File: src/rtl/serial_adder.sv
// serial_adder: digit-serial add/subtract, one 4-bit digit per cycle; BCD correction only when SERIAL_ADDER_DECIMAL_EN is defined
module serial_adder #(
  parameter int NrOfBits = 8
) (
  input  logic                Clock,
  input  logic                Reset,
  input  logic                Start,
  input  logic                Subtract,
  input  logic                Decimal,
  input  logic                CarryIn,
  input  logic [NrOfBits-1:0] DataA,
  input  logic [NrOfBits-1:0] DataB,
  output logic                Busy,
  output logic                Done,
  output logic [NrOfBits-1:0] Result,
  output logic                CarryOut,
  output logic                Overflow,
  output logic                Zero,
  output logic                Negative
);
  localparam int Digits = NrOfBits / 4;
  localparam int CntW = $clog2(Digits) + 1;
  typedef enum logic [1:0] {IDLE, ADD, DONE} state_t;
  state_t state_q;
  logic [NrOfBits-1:0] a_q, b_q, acc_q, res_q, res_d;
  logic [CntW-1:0] cnt_q;
  logic sub_q, c_q, busy_q, done_q, co_q, ov_q, z_q, n_q;
  logic [3:0] bp, dig;
  logic [4:0] s;
  logic co;
`ifdef SERIAL_ADDER_DECIMAL_EN
  logic dec_q;
`else
  logic unused_decimal;
  assign unused_decimal = Decimal;
`endif
  // adder for the current least-significant digit of the shifting operands
  always_comb begin
    bp = sub_q ? ~b_q[3:0] : b_q[3:0];
    s = {1'b0, a_q[3:0]} + {1'b0, bp} + {4'b0, c_q};
`ifdef SERIAL_ADDER_DECIMAL_EN
    dig = !dec_q ? s[3:0] : sub_q ? (s[4] ? s[3:0] : s[3:0] + 4'd10) : (s > 5'd9 ? s[3:0] + 4'd6 : s[3:0]);
    co = (dec_q && !sub_q) ? (s > 5'd9) : s[4];
`else
    dig = s[3:0];
    co = s[4];
`endif
    res_d = NrOfBits'({dig, acc_q} >> 4);
  end
  // control FSM, operand shifters and registered result/status
  always_ff @(posedge Clock) begin
    if (Reset) begin
      state_q <= IDLE;
      busy_q <= 1'b0;
      done_q <= 1'b0;
      res_q <= '0;
      co_q <= 1'b0;
      ov_q <= 1'b0;
      z_q <= 1'b0;
      n_q <= 1'b0;
      a_q <= '0;
      b_q <= '0;
      acc_q <= '0;
      cnt_q <= '0;
      sub_q <= 1'b0;
      c_q <= 1'b0;
`ifdef SERIAL_ADDER_DECIMAL_EN
      dec_q <= 1'b0;
`endif
    end else begin
      done_q <= 1'b0;
      case (state_q)
        ADD: begin
          a_q <= a_q >> 4;
          b_q <= b_q >> 4;
          c_q <= co;
          acc_q <= res_d;
          cnt_q <= cnt_q - 1'b1;
          if (cnt_q == '0) begin
            state_q <= DONE;
            busy_q <= 1'b0;
            done_q <= 1'b1;
            res_q <= res_d;
            co_q <= co;
            ov_q <= (a_q[3] == bp[3]) && (s[3] != a_q[3]);
            z_q <= res_d == '0;
            n_q <= res_d[NrOfBits-1];
          end
        end
        default: begin
          if (Start) begin
            state_q <= ADD;
            busy_q <= 1'b1;
            a_q <= DataA;
            b_q <= DataB;
            sub_q <= Subtract;
            c_q <= CarryIn;
            cnt_q <= CntW'(Digits - 1);
`ifdef SERIAL_ADDER_DECIMAL_EN
            dec_q <= Decimal;
`endif
          end else begin
            state_q <= IDLE;
            busy_q <= 1'b0;
          end
        end
      endcase
    end
  end
  assign Busy = busy_q;
  assign Done = done_q;
  assign Result = res_q;
  assign CarryOut = co_q;
  assign Overflow = ov_q;
  assign Zero = z_q;
  assign Negative = n_q;
endmodule

File: config.mk
export PLATFORM = sky130hd
export DESIGN_NAME = serial_adder
export DESIGN_NICKNAME = d
export VERILOG_FILES = /design/src/rtl/serial_adder.sv
export SDC_FILE = /design/constraint.sdc
export NUM_CORES = 1
export LEC_CHECK = 0
export ABC_AREA = 1
export BUFFER_PORTS_ARGS = -buffer_cell sky130_fd_sc_hd__buf_2
export CORE_AREA = 3 3 69 71
export DETAILED_ROUTE_END_ITERATION = 16
export DIE_AREA = 0 0 72 74
export MAX_ROUTING_LAYER = met4
export PLACE_DENSITY = 0.68
export RECOVER_POWER = 25
export REMOVE_ABC_BUFFERS = 1
export SKIP_LAST_GASP = 1
export SLEW_MARGIN = 20
export SYNTH_ARGS = -nofsm -noshare
export SYNTH_HDL_FRONTEND = slang
export SYNTH_SLANG_ARGS = --single-unit
File: constraint.sdc
create_clock -name Clock -period 3.22 [get_ports Clock]
set_input_delay 0.322 -clock Clock [delete_from_list [all_inputs] [get_ports Clock]]
set_output_delay 0.322 -clock Clock [all_outputs]
set_load 0.05 [all_outputs]
Word level (Yosys, flattened, before mapping)
Cells that the tools add are included.

Input bits: 22. Bits in latches: 0. Logic and storage cells: 49. Output and inout bits: 14. Memories: 0. Memory bits (writable): 0. Bits in registers: 44. ROM bits: 0.

$mul: 0. Eq/ne operators: 4. $lt $le $gt $ge: 0. Div/mod/pow operators: 0. Reductions and logical operators: 8. Muxes and demuxes: 16. Bitwise gates (word level): 2. Add/subtract/negate cells: 3. Shift-type cells: 0.

Operators with widths (number): $mux 4 (5); $logic_not 8->1 (1); $mux 2 (4); $mux 1 (7); $add 4x4->5 (1); $add 5x1->5 (1); $not 4->4 (1); $reduce_and 2->1 (2); $reduce_or 2->1 (2); $eq 2x1->1 const B (1); $logic_not 2->1 (1); $ne 2x2->1 const B (1); $reduce_bool 2->1 (1); $sub 2x1->2 const B (1); $eq 1x1->1 (1); $logic_and 1x1->1 (1); $ne 1x1->1 (1); $not 1->1 (1).

Longest topological paths before layout
Gate-level depths: netlist of the first run.

Depth in word-level cells: 6. Mapped depth: 11. Gate-level depth less buffers: 10.

Worst setup path before layout of the first run
OpenSTA, ideal clock, no wires.

Kind: register to register. Start point: register sub_q. End point: register z_q (netlist: Zero). Setup time: 0.059 ns. Data required time: 3.161 ns. Cell stages (with the launch flop): 11. Buffers on the path: 1. Setup slack: 1.247 ns. Clock period less this slack: 1.973 ns. Arrival time: 1.914 ns. Cell sequence: dfxtp_1 > clkbuf_1 > xnor2_1 > fa_1 > fa_1 > nand2_1 > nor2_1 > nand3_1 > nor2_1 > nand3_1 > nand2_1.

Cells in the longest elaborated chain, start to end: 4.

RTL lines: start: declaration (RTL line 27) `logic sub_q, c_q, busy_q, done_q, co_q, ov_q, z_q, n_q;`; start signal: assignment (RTL line 96) `sub_q <= Subtract;`; $mux 4 (RTL line 39) `bp = sub_q ? ~b_q[3:0] : b_q[3:0];`; $add 4x4->5 (RTL line 40) `s = {1'b0, a_q[3:0]} + {1'b0, bp} + {4'b0, c_q};`; $add 5x1->5 (RTL line 40); $logic_not 8->1 (RTL line 86) `z_q <= res_d == '0;`; end signal: assignment (RTL line 59) `z_q <= 1'b0;`; end signal: assignment (RTL line 86); end: declaration (RTL line 27).

No other way between the ends. A chain may end at the register's enable or synchronous reset.

Worst setup path in the final report of the first run
Ends and elaborated chain as after synthesis.

==> results.sh, run 1 <==
export IMPL_tritoncts="done"
export IMPL_grt_pass1_wl_mm=5.89
export IMPL_final_layout_size_suffix_gt1_share_pct=17.3
export IMPL_wl_per_cell_um=10.9
export IMPL_fin_nets=282
export IMPL_hold_start="DataA[5]"
export IMPL_finalCritPeriodShare_pct=63.1
export IMPL_syn_instance_count=217
export IMPL_drc_errors=0
export IMPL_vdd_drop_max_mv=0.317
export IMPL_htreeDepth=2
export IMPL_routed_via_density=4.55
export IMPL_criticalPathCategory="reg2reg"
export IMPL_first_global_vias=1357
export IMPL_slew_headroom_pct=47.0
export IMPL_r2r_setup_slack_ns=1.19
export IMPL_post_cts_buffers=0
export IMPL_insertedDiodeCount=0
export IMPL_maxSlewViolCount=0
export IMPL_syn_avg_cell_area_um2=7.70
export IMPL_r2r_start="sub_q$_SDFFE_PP0P_"
export IMPL_dieArea_um2=5330
export IMPL_drt_wl_total_mm=3.33
export IMPL_ant_nets=0
export IMPL_p_leak_nw=0.935
export IMPL_die_w_um=72
export IMPL_cap_violations=0
export IMPL_synth_warnings=0
export IMPL_cts_resized=0
export IMPL_start_util_pct=38.9
export IMPL_rr_worst_depth=9
export IMPL_async_flop_share_pct=0
export IMPL_ys_ff_latch=38
export IMPL_num_rows=24
export IMPL_synth_distinct_cells=25
export IMPL_grt_overflow=0
export IMPL_synth_flop_cell="dfxtp_1"
export IMPL_ctsHoldBuffers=0
export IMPL_syn_cell_area_um2=1670
export IMPL_fin_crit_ns=2.03
export IMPL_max_freq_mhz=492
export IMPL_grt_use_total_pct=14.7
export IMPL_hold_viol_final=0
export IMPL_timing_clock_skew_ns=0.00565
export IMPL_firstDrtPassIters=4
export IMPL_multiInputGateArea_um2=728
export IMPL_via_count=1391
export IMPL_io_pins=36
export IMPL_tightestPinTransition_ns=0.792
export IMPL_path_clk_slew_ns=0.07
export IMPL_finalSetupTns_ns=0
export IMPL_gp_congestion=0.854
export IMPL_die_height_um=74
export IMPL_r2r_end="Zero$_SDFFE_PP0P_"
export IMPL_cellPowerDensity_nw_per_um2=552
export IMPL_clk_path_buf_depth=2
export IMPL_cts_sinks=38
export IMPL_endpoint_kind="flip-flop"
export IMPL_worst_ep_required_time_ns=3.46
export IMPL_hold_end="a_q[5]$_SDFFE_PP0P_"
export IMPL_power_mw=1.06
export IMPL_synth_edff_count=0
export IMPL_grt_max_degree=16
export IMPL_crit_fanout=5
export IMPL_portBuffers=34
export IMPL_min_path_cells=3
export IMPL_core_area_um2=4290
export IMPL_cts_buffers=5
export IMPL_cts_root_buf="clkbuf_8"
export IMPL_regArea_um2=761
export IMPL_status="complete, no violations"
export IMPL_first_iter_violations=41
export IMPL_cp_arrival_ns=2.27
export IMPL_setup_violations_final=0
export IMPL_hp_class="in2reg"
export IMPL_fill_cells=482
export IMPL_rsz0062_at_grt="no"
export IMPL_antenna_found_initial=0
export IMPL_start_kind="flip-flop"
export IMPL_seq_area_frac_synth_pct=45.5
export IMPL_syn2layout_area_growth_pct=15.2
export IMPL_clock_latency_ns=0.29
export IMPL_dp_hpwl_mm=2.58
power by group:
part | switching [mW] | total, mW | leakage [nW] | internal [mW]
registers | 0.0176 | 0.520 | 0.311 | 0.502
logic | 0.142 | 0.210 | 0.576 | 0.0678
clock network | 0.161 | 0.333 | 0.0482 | 0.173
total | 0.320 | 1.06 | 0.935 | 0.742
critical path: stages, from the launching register on:
cell and delay (ns):
dfxtp_1 0.45, xnor2_1 0.11, fa_1 0.42, fa_1 0.54, nand2_1 0.06, nor2_1 0.10
nand3_1 0.08, nor2_1 0.10, nand3_1 0.08, nand2_1 0.05
per-layer routing:
metal | up-vias | global-route usage, % | part of all wire (%)
met5 | - | - | 0
met3 | 6 | 5.00 | 5.7
met2 | 32 | 23.6 | 46
met4 | 0 | 4.80 | 1.4
li1 | 753 | - | -
met1 | 600 | 17.4 | 47
synth_stat cells, types with 3 or more instances:
cell type / n / share of area [%]
o21ai_0: 8 / 2.4
inv_2: 7 / 1.6
xnor2_1: 3 / 1.6
nor2_1: 9 / 2.0
dfxtp_1: 38 / 46
nand3_1: 10 / 3.0
o22ai_1: 3 / 1.1
a21oi_1: 13 / 3.9
inv_1: 24 / 5.4
o21ai_1: 6 / 1.8
ha_1: 5 / 3.7
nand2_1: 70 / 16
o211ai_1: 3 / 1.3
logic make-up (layout without fill, tap and decap cells):
group                      Yosys count  after routing  synth area share [%]
adders and majority gates            7              7                  6.14
DFF                                 38             38                  45.5
buffers and inverters               36             73                  9.06
AOI/OAI and AO/OA                   35             35                  11.3
xor gates and xnor gates             5              5                  2.62
and+or+nand+nor                     96             96                  25.4
worst max path at each step:
stage               cells after the start                end  slack (ns)               start
floorplan                               9  Zero$_SDFFE_PP0P_        1.36  sub_q$_SDFFE_PP0P_
global placement                        9  Zero$_SDFFE_PP0P_        1.21  sub_q$_SDFFE_PP0P_
detailed placement                      9  Zero$_SDFFE_PP0P_        1.19  sub_q$_SDFFE_PP0P_
CTS                                     9  Zero$_SDFFE_PP0P_        1.17  sub_q$_SDFFE_PP0P_
global route                            9  Zero$_SDFFE_PP0P_        0.99  sub_q$_SDFFE_PP0P_
finish                                  9  Zero$_SDFFE_PP0P_        1.19  sub_q$_SDFFE_PP0P_
layout make-up:
class | count | area share (%)
sequential | 38 | 39.5
multi-input combinational | 143 | 37.8
timing repair buffer | 34 | 8.51
inverter | 31 | 6.04
clock buffer | 7 | 4.48
tap | 52 | 3.38
clock inverter | 1 | 0.260
cell usage in the layout (no fill, tap or decap):
cell,n
a31oi_1,2
clkbuf_8,6
a21oi_1,13
dfxtp_1,38
buf_2,29
nand2_4,2
o21ai_0,8
clkbuf_1,6
nand2_1,70
nand3_1,10
inv_1,25
inv_2,5
o21ai_1,6
ha_1,5
nor2_1,12
o22ai_1,3
clkinv_2,1
nand4_1,1
fa_1,2
xor2_1,2
clkinv_1,1
xnor2_1,3
nand2_2,1
o211ai_1,3
metrics by stage:
| step | cell area (µm²) | hold slack [ns] | cells | utilization, % | setup WS, ns |
|---|---|---|---|---|---|
| floorplan | 1640 | 0.391 | 212 | - | 1.36 |
| global placement | 1870 | 0.440 | 298 | 43.6 | 1.21 |
| detailed placement | 1870 | 0.442 | 298 | 43.6 | 1.19 |
| CTS | 1960 | 0.266 | 306 | 45.7 | 1.17 |
| global route | 1930 | 0.275 | 306 | 44.8 | 0.995 |
| finish | 1930 | 0.275 | 306 | 44.8 | 1.19 |
flip-flops by register name, summed over array words and instances, names as in the netlist:
| register | flops |
|---|---|
| Result | 8 |
| a_q | 8 |
| b_q | 8 |
| acc_q | 4 |
| cnt_q | 2 |
| state_q | 2 |
| CarryOut | 1 |
| Done | 1 |
| Overflow | 1 |
| Zero | 1 |
| c_q | 1 |
| sub_q | 1 |
(Power assumes the default switching activity.)
==> inputs of run 2 (changes only) <==
--- a/config.mk
+++ b/config.mk
@@ -11,7 +11,7 @@
 export DETAILED_ROUTE_END_ITERATION = 16
 export DIE_AREA = 0 0 72 74
 export MAX_ROUTING_LAYER = met4
-export PLACE_DENSITY = 0.68
+export PLACE_DENSITY = 0.71
 export RECOVER_POWER = 25
 export REMOVE_ABC_BUFFERS = 1
 export SKIP_LAST_GASP = 1
==> constraint.sdc (replaced) <==
create_clock -name Clock -period 1.7 [get_ports Clock]
set_input_delay 0.17 -clock Clock [delete_from_list [all_inputs] [get_ports Clock]]
set_output_delay 0.17 -clock Clock [all_outputs]
set_load 0.05 [all_outputs]
==> run 2 against run 1 <==
Net effect:
- the run now ends with negative setup slack left
- worst hold slack lost 0.17 ns
- cell count rose by 1.3%
- sequential power rose by 89%
- clock power grew to 2.9 times the previous value
- global-route usage grew 0.62 points
- combinational power rose by 110%
- utilization is 3.2 points higher
- worst setup slack got worse by 1.3 ns
- clock skew is 0.0029 ns higher
- maximum frequency rose by 12%
- die area is the same
- largest power group unchanged
- highest routed layer unchanged
==> results.sh, run 2 (synthesis results as in run 1) <==
export IMPL_layout_commonest_cell="nand2_1"
export IMPL_grt_use_met3_pct=4.19
export IMPL_first_iter_violations=70
export IMPL_insertedDiodeCount=0
export IMPL_num_rows=24
export IMPL_clk_path_buf_depth=2
export IMPL_final_layout_size_suffix_gt1_share_pct=21.3
export IMPL_seqPwrFrac_pct=41.4
export IMPL_cts_root_buf="clkbuf_8"
export IMPL_p_leak_nw=0.976
export IMPL_via_count=1442
export IMPL_start_util_pct=38.9
export IMPL_cap_violations=0
export IMPL_final_area_um2=2060
export IMPL_swShare_pct=27.2
export IMPL_grt_met1_usage_pct=18.3
export IMPL_portBuffers=34
export IMPL_routed_via_density=4.65
export IMPL_ctsHoldBuffers=0
export IMPL_slew_headroom_pct=59.8
export IMPL_cp_arrival_ns=2.05
export IMPL_power_mw=2.38
export IMPL_path_clk_slew_ns=0.08
export IMPL_worst_ep_required_time_ns=1.94
export IMPL_comb_power_share_pct=18.6
export IMPL_violations="negative setup slack"
export IMPL_top_usage_layer="met2"
export IMPL_max_freq_mhz=553
export IMPL_wl_per_cell_um=11.1
export IMPL_clock_latency_ns=0.30
export IMPL_ant_nets=0
export IMPL_fin_cells=310
export IMPL_finalSetupTns_ns=-0.140
export IMPL_grt_pass1_wl_mm=6.04
export IMPL_tightestPinTransition_ns=0.606
export IMPL_core_area_um2=4290
export IMPL_timing_clock_skew_ns=0.00852
export IMPL_cts_sinks=38
export IMPL_start_kind="flip-flop"
export IMPL_dieArea_um2=5330
export IMPL_finalWorstSetupSlack_ns=-0.109
export IMPL_finalCritPeriodShare_pct=106
export IMPL_fin_crit_ns=1.81
export IMPL_status="complete, but fails checks"
export IMPL_grt_overflow=0
export IMPL_firstDrtPassIters=4
export IMPL_fin_nets=286
export IMPL_cellPowerDensity_nw_per_um2=1150
export IMPL_power_switching_mw=0.647
export IMPL_p_int_mw=1.73
export IMPL_tritoncts="done"
export IMPL_grtUsageMet2_pct=23.6
export IMPL_cts_buffers=5
export IMPL_hold_viol_final=0
export IMPL_vdd_drop_max_mv=0.503
export IMPL_dp_hpwl_mm=2.62
export IMPL_endpoint_kind="flip-flop"
export IMPL_antenna_found_initial=0
export IMPL_hp_class="in2reg"
export IMPL_p_clk_share_pct=40.0
export IMPL_die_height_um=74
export IMPL_grt_max_degree=16
export IMPL_setup_violations_final=4
export IMPL_final_cell_mix="70 x nand2_1, 38 x dfxtp_1, 25 x buf_2"
export IMPL_dp_cells=302
export IMPL_gp_congestion=0.839
export IMPL_htreeDepth=2
export IMPL_io_pins=36
export IMPL_syn2layout_area_growth_pct=23.4
export IMPL_first_global_vias=1346
export IMPL_rsz0062_at_grt="yes"
export IMPL_drc_errors=0
export IMPL_maxSlewViolCount=0
export IMPL_criticalPathCategory="reg2reg"
export IMPL_crit_fanout=2
export IMPL_placed_cell_area_um2=1900
export IMPL_drt_wl_total_mm=3.44
export IMPL_grt_use_total_pct=15.3
export IMPL_die_w_um=72
## run 2: cell count changes in the layout (fill, tap and decap cells not counted), moves of 3 or more
cell      change
buf_2         -4
buf_4         +4
clkbuf_1      +3
nor2_1        -3
## run 2: what timing repair did
action / 4_1_cts / 5_1_grt
setup buffers: 0 / 0
pin swaps: 0 / 1
gates resized for setup: 2 / 3
setup endpoints to repair: 5 / 7
cloned: 0 / 0
## run 2: stage by stage
step | worst slack, ns | util [%] | hold slack [ns]
2_1_floorplan | -0.163 | - | 0.239
3_3_place_gp | -0.119 | 44.3 | 0.418
3_5_place_dp | -0.154 | 44.3 | 0.418
4_1_cts | -0.121 | 47.8 | 0.0960
5_1_grt | -0.239 | 48.0 | 0.103
6_report | -0.109 | 48.0 | 0.104
## run 2: worst paths after layout
check,slack [ns],depth (start not counted),end,start
max reg2reg,-0.11,9,Zero$_SDFFE_PP0P_,b_q[0]$_SDFFE_PP0P_
min,0.10,3,a_q[5]$_SDFFE_PP0P_,DataA[5]
max,-0.11,9,Zero$_SDFFE_PP0P_,b_q[0]$_SDFFE_PP0P_
min reg2reg,0.45,2,Result[2]$_SDFFE_PP0P_,Result[2]$_SDFFE_PP0P_
## run 2: layout make-up
cell class / instances / area, µm²
repair buffers: 38 / 189
clock buffers: 6 / 82.6
multi-input cells: 143 / 788
flip-flops and latches: 38 / 761
inverters: 31 / 116
fillers: 427 / 2230
clock inverters: 2 / 60.1
well taps: 52 / 65.1
## run 2: power groups by stage
stage,Combinational [mW],Sequential [mW],Clock (mW)
after floorplan,0.237,1.07,0
after global placement,0.427,1.00,0
after detailed placement,0.431,1.00,0
after CTS,0.439,0.983,0.972
after global routing,0.499,0.992,1.01
final,0.443,0.984,0.952
## run 2: layer usage
layer  wire (µm)  vias up
met5           0        -
met1        1570      636
met3         214        7
met4          89        0
met2        1570       39
li1            -      760
## run 2: critical path, cell delays in order (launching register included)
cell and delay (ns):
dfxtp_1 0.32, xnor2_1 0.14, fa_2 0.36, fa_1 0.51, nand2_1 0.05, nor2_1 0.09
nand3_1 0.07, nor2_1 0.09, nand3_1 0.08, nand2_1 0.05
==> inputs of run 3 (changes only) <==
--- a/config.mk
+++ b/config.mk
@@ -7,11 +7,11 @@
 export LEC_CHECK = 0
 export ABC_AREA = 1
 export BUFFER_PORTS_ARGS = -buffer_cell sky130_fd_sc_hd__buf_2
-export CORE_AREA = 3 3 69 71
+export CORE_AREA = 2 2 61 78
 export DETAILED_ROUTE_END_ITERATION = 16
-export DIE_AREA = 0 0 72 74
+export DIE_AREA = 0 0 63 80
 export MAX_ROUTING_LAYER = met4
-export PLACE_DENSITY = 0.71
+export PLACE_DENSITY = 0.7
 export RECOVER_POWER = 25
 export REMOVE_ABC_BUFFERS = 1
 export SKIP_LAST_GASP = 1
==> run 3 against run 2 <==
Net effect:
- the run still ends with negative setup slack left
- largest power group unchanged
- critical path depth did not move
- worst setup slack got worse by 0.015 ns
- clock skew fell by 0.0052 ns
- total power fell by 9.4%
==> results.sh, run 3 (synthesis results as in run 1) <==
export IMPL_status="complete, but fails checks"
export IMPL_violations="negative setup slack"
export IMPL_hold_end="a_q[5]$_SDFFE_PP0P_"
export IMPL_endpoint_kind="flip-flop"
export IMPL_cap_violations=0
export IMPL_core_area_um2=4290
export IMPL_insertedDiodeCount=0
export IMPL_grt_pass1_wl_mm=6.11
export IMPL_final_layout_size_suffix_gt1_share_pct=21.6
export IMPL_tritoncts="done"
export IMPL_max_freq_mhz=548
export IMPL_clock_latency_ns=0.29
export IMPL_finalSetupTns_ns=-0.150
export IMPL_regArea_um2=762
export IMPL_criticalPathCategory="reg2reg"
export IMPL_grtUsageMet2_pct=27.4
export IMPL_io_pins=36
export IMPL_grt_use_total_pct=15.9
export IMPL_routed_via_density=4.61
export IMPL_finalWorstSetupSlack_ns=-0.124
export IMPL_dp_slack_ns=-0.126
export IMPL_grt_max_degree=16
export IMPL_cellPowerDensity_nw_per_um2=1050
export IMPL_r2r_setup_slack_ns=-0.12
export IMPL_portBuffers=34
export IMPL_layout_commonest_cell="nand2_1"
export IMPL_crit_chain="xnor2_1 -> fa_2 -> fa_1 -> nand2_1 -> nor2_1 -> nand3_1 -> nor2_1 -> nand3_1 -> nand2_1"
export IMPL_p_leak_nw=0.968
export IMPL_num_rows=27
export IMPL_ant_nets=0
export IMPL_hold_slack_ns=0.112
export IMPL_rr_worst_depth=9
export IMPL_maxSlewViolCount=0
export IMPL_crit_fanout=2
export IMPL_hp_class="in2reg"
export IMPL_ctsHoldBuffers=0
export IMPL_hold_viol_final=0
export IMPL_r2r_end="Zero$_SDFFE_PP0P_"
export IMPL_die_w_um=63
export IMPL_hold_start="DataA[5]"
export IMPL_dp_hpwl_mm=2.61
export IMPL_antenna_found_initial=0
export IMPL_first_iter_violations=85
export IMPL_first_global_vias=1452
export IMPL_grt_overflow=0
export IMPL_crit_slowest_cell="fa_1"
export IMPL_top_usage_layer="met2"
export IMPL_fin_crit_ns=1.82
export IMPL_grt_met1_usage_pct=17.0
export IMPL_gp_congestion=0.908
export IMPL_drt_wl_total_mm=3.53
export IMPL_timing_clock_skew_ns=0.00337
export IMPL_final_area_um2=2050
export IMPL_grt_use_met3_pct=3.53
export IMPL_min_path_cells=3
export IMPL_die_height_um=80
export IMPL_cts_buffers=5
export IMPL_vdd_drop_max_mv=0.500
export IMPL_dieArea_um2=5040
export IMPL_slew_headroom_pct=60.4
export IMPL_fin_cells=317
export IMPL_slowest_delay_ns=0.52
export IMPL_final_cell_mix="70 x nand2_1, 37 x dfxtp_1, 26 x buf_2"
export IMPL_via_count=1460
export IMPL_path_clk_slew_ns=0.07
export IMPL_multiInputGateArea_um2=792
export IMPL_clk_path_buf_depth=2
export IMPL_cts_sinks=38
export IMPL_rsz0062_at_grt="yes"
export IMPL_placed_cell_area_um2=1910
export IMPL_htreeDepth=2
export IMPL_tightestPinTransition_ns=0.597
export IMPL_finalCritPeriodShare_pct=107
export IMPL_start_kind="flip-flop"
export IMPL_start_util_pct=39.0
export IMPL_fill_cells=458
export IMPL_cts_root_buf="clkbuf_8"
export IMPL_worst_ep_required_time_ns=1.94
export IMPL_firstDrtPassIters=4
export IMPL_dp_cells=308
export IMPL_fin_nets=287
export IMPL_setup_violations_final=2
export IMPL_wl_per_cell_um=11.1
export IMPL_r2r_start="sub_q$_SDFFE_PP0P_"
export IMPL_cp_arrival_ns=2.07
export IMPL_syn2layout_area_growth_pct=22.9
export IMPL_drc_errors=0
## run 3: through the flow
stage | total power [mW] | util (%)
final | 2.15 | 47.9
after floorplan | 1.31 | -
after global routing | 2.27 | 47.9
after global placement | 1.43 | 44.5
after detailed placement | 1.44 | 44.5
after CTS | 2.15 | 47.1
## run 3: worst max-delay path by stage
| stage | end | startpoint | slack, ns | cells after the start |
|---|---|---|---|---|
| floorplan | Zero$_SDFFE_PP0P_ | sub_q$_SDFFE_PP0P_ | -0.16 | 9 |
| global placement | Zero$_SDFFE_PP0P_ | b_q[0]$_SDFFE_PP0P_ | -0.13 | 9 |
| detailed placement | Zero$_SDFFE_PP0P_ | sub_q$_SDFFE_PP0P_ | -0.13 | 9 |
| CTS | Zero$_SDFFE_PP0P_ | sub_q$_SDFFE_PP0P_ | -0.1 | 9 |
| global route | Zero$_SDFFE_PP0P_ | sub_q$_SDFFE_PP0P_ | -0.26 | 9 |
| finish | Zero$_SDFFE_PP0P_ | sub_q$_SDFFE_PP0P_ | -0.12 | 9 |
## run 3: critical path, delay by kind of cell, from the launching register on
family,cells,cell delay (ns)
xor+xnor,1,0.13
fa+ha+maj,2,0.89
flops,1,0.33
simple gates,6,0.42
## run 3: what timing repair did
item | in CTS | in global routing
gates resized for setup | 2 | 6
setup endpoints to repair | 5 | 8
buffers inserted | 0 | 1
hold endpoints to repair | 0 | 0
pin swaps | 0 | 3
gates cloned | 0 | 0
## run 3: final cells by class
class | instances | area share [%]
inverters | 31 | 5.66
well taps | 58 | 3.53
repair buffers | 39 | 9.81
flip-flops and latches | 38 | 37.1
multi-input cells | 143 | 38.6
clock buffers | 8 | 5.36
## run 3: power by group
group          total, mW  leakage, nW  switching [mW]  internal [mW]
registers          0.987        0.311          0.0357          0.951
logic              0.449        0.599           0.290          0.159
clock network      0.718       0.0575           0.309          0.409
total               2.15        0.968           0.635           1.52
## run 3: routing by layer
metal / share of wire (%) / up-vias
li1: - / 762
met1: 42 / 657
met2: 52 / 34
met3: 4.2 / 7
met4: 2.2 / 0
met5: 0 / -
